**src/rtl/seq_div_2w_w.sv**
```systemverilog
// Sequential unsigned restoring divider: 2*WIDTH-bit dividend / WIDTH-bit divisor, one quotient bit per cycle.
// Define DIV_REMAINDER_EN to get the remainder output port and its register.
module seq_div_2w_w #(
  parameter int WIDTH = 8
) (
  input  logic                 clk,
  input  logic                 rst,
  input  logic                 in_valid,
  output logic                 in_ready,
  input  logic [2*WIDTH-1:0]   dividend,
  input  logic [WIDTH-1:0]     divisor,
  output logic                 out_valid,
  input  logic                 out_ready,
  output logic [2*WIDTH-1:0]   quotient,
`ifdef DIV_REMAINDER_EN
  output logic [WIDTH-1:0]     remainder,
`endif
  output logic                 div_by_zero
);

  localparam int DW = 2 * WIDTH;
  localparam int CW = $clog2(DW);

  typedef enum logic [1:0] {IDLE, BUSY, DONE} state_e;

  state_e            state_q, state_d;
  logic [DW-1:0]     dvd_q, dvd_d;   // dividend shifts out MSB-first, quotient bits shift in at LSB
  logic [WIDTH:0]    pr_q, pr_d;
  logic [WIDTH-1:0]  dvs_q, dvs_d;
  logic [CW-1:0]     cnt_q, cnt_d;
  logic [DW-1:0]     quo_q, quo_d;
  logic              dbz_q, dbz_d;
`ifdef DIV_REMAINDER_EN
  logic [WIDTH-1:0]  rem_q, rem_d;
`endif

  logic [WIDTH:0]    pr_sh, pr_nxt;
  logic [DW-1:0]     dvd_nxt;
  logic              fits;

  always_comb begin
    pr_sh   = {pr_q[WIDTH-1:0], dvd_q[DW-1]};
    fits    = (pr_sh >= {1'b0, dvs_q});
    pr_nxt  = fits ? (pr_sh - {1'b0, dvs_q}) : pr_sh;
    dvd_nxt = {dvd_q[DW-2:0], fits};
  end

  always_comb begin
    state_d = state_q;
    dvd_d   = dvd_q;
    pr_d    = pr_q;
    dvs_d   = dvs_q;
    cnt_d   = cnt_q;
    quo_d   = quo_q;
    dbz_d   = dbz_q;
`ifdef DIV_REMAINDER_EN
    rem_d   = rem_q;
`endif
    case (state_q)
      IDLE: begin
        if (in_valid) begin
          dvd_d = dividend;
          dvs_d = divisor;
          pr_d  = '0;
          cnt_d = '0;
          if (divisor == '0) begin
            // Divide-by-zero resolves immediately with a saturated quotient.
            state_d = DONE;
            quo_d   = '1;
            dbz_d   = 1'b1;
`ifdef DIV_REMAINDER_EN
            rem_d   = dividend[WIDTH-1:0];
`endif
          end else begin
            state_d = BUSY;
          end
        end
      end
      BUSY: begin
        pr_d  = pr_nxt;
        dvd_d = dvd_nxt;
        cnt_d = cnt_q + CW'(1);
        if (cnt_q == CW'(DW - 1)) begin
          state_d = DONE;
          quo_d   = dvd_nxt;
          dbz_d   = 1'b0;
`ifdef DIV_REMAINDER_EN
          rem_d   = pr_nxt[WIDTH-1:0];
`endif
        end
      end
      DONE: begin
        if (out_ready) state_d = IDLE;
      end
      default: state_d = IDLE;
    endcase
  end

  always_ff @(posedge clk) begin
    if (rst) begin
      state_q <= IDLE;
      dvd_q   <= '0;
      pr_q    <= '0;
      dvs_q   <= '0;
      cnt_q   <= '0;
      quo_q   <= '0;
      dbz_q   <= 1'b0;
`ifdef DIV_REMAINDER_EN
      rem_q   <= '0;
`endif
    end else begin
      state_q <= state_d;
      dvd_q   <= dvd_d;
      pr_q    <= pr_d;
      dvs_q   <= dvs_d;
      cnt_q   <= cnt_d;
      quo_q   <= quo_d;
      dbz_q   <= dbz_d;
`ifdef DIV_REMAINDER_EN
      rem_q   <= rem_d;
`endif
    end
  end

  assign in_ready    = (state_q == IDLE);
  assign out_valid   = (state_q == DONE);
  assign quotient    = quo_q;
  assign div_by_zero = dbz_q;
`ifdef DIV_REMAINDER_EN
  assign remainder   = rem_q;
`endif

endmodule
```
**config.mk**
```make
export PLATFORM = sky130hd
export DESIGN_NAME = seq_div_2w_w
export DESIGN_NICKNAME = d
export VERILOG_FILES = /design/src/rtl/seq_div_2w_w.sv
export SDC_FILE = /design/constraint.sdc
export NUM_CORES = 1
export LEC_CHECK = 0
export ABC_AREA = 1
export CORE_MARGIN = 1.5
export CORE_UTILIZATION = 50
export DETAILED_ROUTE_END_ITERATION = 8
export GPL_ROUTABILITY_DRIVEN = 0
export PLACE_DENSITY = 0.76
export SETUP_SLACK_MARGIN = 0.3
export SYNTH_ARGS = -nofsm -noshare
export SYNTH_HDL_FRONTEND = slang
export SYNTH_SLANG_ARGS = --single-unit
export TNS_END_PERCENT = 30
```
**constraint.sdc**
```tcl
create_clock -name clk -period 5.2 [get_ports clk]
set_input_delay 1.56 -clock clk [delete_from_list [all_inputs] [get_ports clk]]
set_output_delay 1.56 -clock clk [all_outputs]
set_load 0.005 [all_outputs]
```
Word-level counts from Yosys, hierarchy flattened. Index checks and enable logic that the tools add are counted.

Flip-flop bits (word level): 55. Bits of input ports: 28. Logic and storage cells: 44.

$add $sub $neg: 2. $lt $le $gt $ge: 1. Eq/ne operators: 7. Multiplexer cells: 20. Reductions and logical operators: 7.

Operators with widths (number): $mux W16 (4); $pmux W16 S2 (2); $mux W8 (2); $pmux W8 S2 (1); $ge A9 B8 Y1 (1); $logic_not A8 Y1 (1); $mux W2 (4); $pmux W4 S2 (1); $sub A8 B8 Y8 (1); $pmux W2 S3 (1); $add A4 B1 Y4 const B (1); $eq A4 B4 Y1 const B (1); $mux W4 (1); $ne A2 B1 Y1 const B (2); $ne A2 B2 Y1 const B (2); $reduce_and A2 Y1 (2); $reduce_and A4 Y1 (1); $mux W1 (3); $reduce_and A3 Y1 (1); $eq A2 B1 Y1 const B (1); $eq A2 B2 Y1 const B (1); $logic_not A2 Y1 (1); $pmux W1 S2 (1); $reduce_bool A2 Y1 (1).

Logic depth before layout (Yosys ltp).
Word-level depth: 4. Mapped depth: 13.

Worst setup path before layout. Ideal clock, no wire load.

Path type: input to register. From: input port in_valid. To: register quo_q[0], in the netlist quotient[0]. Setup time: 115 ps. Arrival: 2326 ps. Slack: 2759 ps. Stages on the path: 7. Buffers on the path: 1. Path through: inv_1 > nor2_4 > nor2_4 > nor2_4 > o21ai_4 > buf_6 > o21a_1.

Longest elaborated chain between the ends: 2.

RTL lines: start, declared (line 8) `input logic in_valid,`; $ne A2 B2 Y1 (no source line); $reduce_and A4 Y1 (no source line); end signal, assigned (line 117) `quo_q <= quo_d;`; end, declared (line 31) `logic [DW-1:0] quo_q, quo_d;`.

Every way passes these cells. A chain may end at the register's enable or synchronous reset.

Final worst setup path.
From: input port in_valid. To: register quo_q[2], in the netlist quotient[2].

The elaborated chain is that of the path after synthesis.

==> metrics.cfg <==
[routing]
firstDrtPassIters = 5
post_drt_wl_per_cell_um = 12.7
route.detailed.drc = 0
antenna_left = 0
drt_iter0_drc = 160
wl_um = 6270
viasPerCell = 5.12
via_count = 2527

[floorplan]
die-area_sq_um = 6050
rows = 27
dieHeight_um = 77.8
start_util = 0.514
ioPinCount = 47
die_w_um = 77.8
core_area_sq_um = 5440

[timing]
slew_viol_final = 0
fmax_mhz = 309
setup_violations = 0
min_period_ns = 3.24
rsz0062_at_grt = false
holdWs_ns = 0.447
finClkSkew_ns = 0.00769
maxSlewHeadroom = 0.463
setup_ws_ns = 1.96
post-route-period-util = 0.622
hold_violations = 0
worstMarginPinSlew_ns = 0.803
setup_tns_ns = 0

[power]
cellPowerDensity_nw_per_um2 = 629
total_leakage_power_nw = 1.38
design_power_total_mw = 2.12
vdd_drop_max_uv = 399

[grt]
antenna_found_initial = 0
gr-usage-all-layers = 0.216
first_global_vias = 2323
grt_max_degree = 37
grt_pass1_wl_um = 10600
overflow = 0

[placement]
place_ws_ns = 1.64
port-buffer-count = 46
hpwlAfterDp_um = 4230
post-place-cells = 486
place_area_sq_um = 3250

[setup_path]
r2r_cells = 7
cp-start-kind = primary input
worstReg2RegStart = state_q[0]$_SDFFE_PP0P_
cp.arrival_ns = 3.48
crit_path_max_fanout = 34
reg2reg_slack_ns = 3.06
crit_required_ns = 5.45
path_class = in2reg
r2r_end = quotient[2]$_SDFFE_PP0P_
crit_path_end_kind = flip-flop

[synth]
syn-cell-area_sq_um = 2800
syn_inst = 384
postSynthNetCount = 422
yosysWarnings = 0
ys_seq_elements = 55
syn_area_per_cell_sq_um = 7.28
yosysUniqueCellTypes = 33
ys_seq_area_frac = 0.394

[clocking]
holdBufCountCts = 0
cts_setup_buffers = 0
clkTransAtPathRegs_ns = 0.10
cts_made_buffers = 5
cts_root_buf = clkbuf_8
cts_tree = done
htree_levels = 2
clock_latency_ns = 0.30
clock_tree.buffer_depth = 2
cts_resized = 0
clock-sinks = 55

[cells_and_area]
stdcell_area_sq_um = 3360
finish.utilization = 0.619
antennaDiodeCount = 0
area_growth_pct = 20.4
final_common_cell = nand2_1
drive_above_1_share = 0.0640
fin_nets = 459
layout.cells.non_filler = 494
layout_common_cells = 69 x nand2_1, 57 x inv_1, 56 x a21oi_1

[min_path]
worst_hold_startpoint = quotient[9]$_SDFFE_PP0P_
min_path_cells = 2
min_to = quotient[9]$_SDFFE_PP0P_
min_path_type = reg2reg

[status]
status = finished, final reports clean

[flow_run]
cap_violations = 0

[critical path, cell delays in order]
cell and delay [ns]:
clkdlybuf4s50_1 0.45, inv_1 0.06, nor2_4 0.35, nor2_4 0.23, nor2_4 0.18, o21ai_4 0.23
or2_0 0.29, a21oi_1 0.11
[cell usage after synthesis]
cell      instances  area, sq um
nor2_1           18         67.6
or2_0             8         50.1
buf_1             1         3.75
fa_1              1         20.0
a31oi_1           2         12.5
nand2_2           3         18.8
clkbuf_1          6         22.5
nor2_4            3         33.8
or2_2             6         37.5
a21oi_1          56          280
o21ai_4           1         16.3
buf_2             4         20.0
or2_1             1         6.26
nand2_1          69          259
inv_1            57          214
inv_2             2         7.51
nor2_2            1         6.26
buf_4             2         15.0
ha_1              9          113
o21a_1            1         7.51
o21ai_0          14         70.1
nor3_1            2         10.0
clkinv_1          1         3.75
nand3_1          17         85.1
dfxtp_1          55         1100
xnor2_1           1         8.76
buf_6             4         45.0
nor2_8            1         20.0
nand3b_1          1         7.51
o21ai_1          14         70.1
nand4_1           7         43.8
inv_4             1         6.26
o211ai_1         15          113
[where the power goes]
group / internal (mW) / switching, mW / leakage, nW
Sequential: 0.565 / 0.0888 / 0.451
Combinational: 0.447 / 0.723 / 0.867
Clock: 0.156 / 0.136 / 0.0612
Total: 1.17 / 0.948 / 1.38
[area by class of cell]
cell class                      instances  area (sq um)
Clock buffer                            6          82.6
Fill cell                             505          2070
Tap cell                               72          90.1
Timing Repair Buffer                   47           468
Clock inverter                          2          35.0
Inverter                               61           231
Sequential cell                        55          1100
Multi-Input combinational cell        251          1360
[registers in the layout (all words and copies together) (netlist names)]
| register | flops |
|---|---|
| div_by_zero | 1 |
| state_q | 2 |
| quotient | 16 |
| dvd_q | 16 |
| pr_q | 8 |
| cnt_q | 4 |
| dvs_q | 8 |
[cell families (layout without fill, tap and decap cells)]
group | count (synthesis) | after routing | synth area share
buffers and inverters | 78 | 116 | 0.121
DFF | 55 | 55 | 0.394
adders and majority gates | 10 | 10 | 0.0474
and+or+nand+nor | 137 | 137 | 0.231
xor gates and xnor gates | 1 | 1 | 0.00313
AOI/OAI and AO/OA | 103 | 103 | 0.204
[metal layers]
| metal | vias to the layer above | part of all wire | GRT usage | routed length, um |
|---|---|---|---|---|
| met3 | 7 | 0.054 | 0.0471 | 337 |
| li1 | 1321 | - | - | - |
| met5 | - | 0 | 0 | 0 |
| met4 | 0 | 0.014 | 0.0764 | 87 |
| met2 | 74 | 0.47 | 0.356 | 2970 |
| met1 | 1125 | 0.46 | 0.277 | 2870 |
[how the worst max path moves through the flow]
| stage | slack [ns] | depth (start not counted) | endpoint | from |
|---|---|---|---|---|
| 2_1_floorplan | 2.76 | 7 | quotient[0]$_SDFFE_PP0P_ | in_valid |
| 3_5_place_dp | 1.64 | 8 | quotient[2]$_SDFFE_PP0P_ | in_valid |
| 4_1_cts | 1.96 | 8 | quotient[2]$_SDFFE_PP0P_ | in_valid |
| 5_1_grt | 1.77 | 8 | quotient[2]$_SDFFE_PP0P_ | in_valid |
| 6_report | 1.96 | 8 | quotient[2]$_SDFFE_PP0P_ | in_valid |
| 3_3_place_gp | 1.70 | 8 | quotient[2]$_SDFFE_PP0P_ | in_valid |
Power figures use the tool's default switching activity.
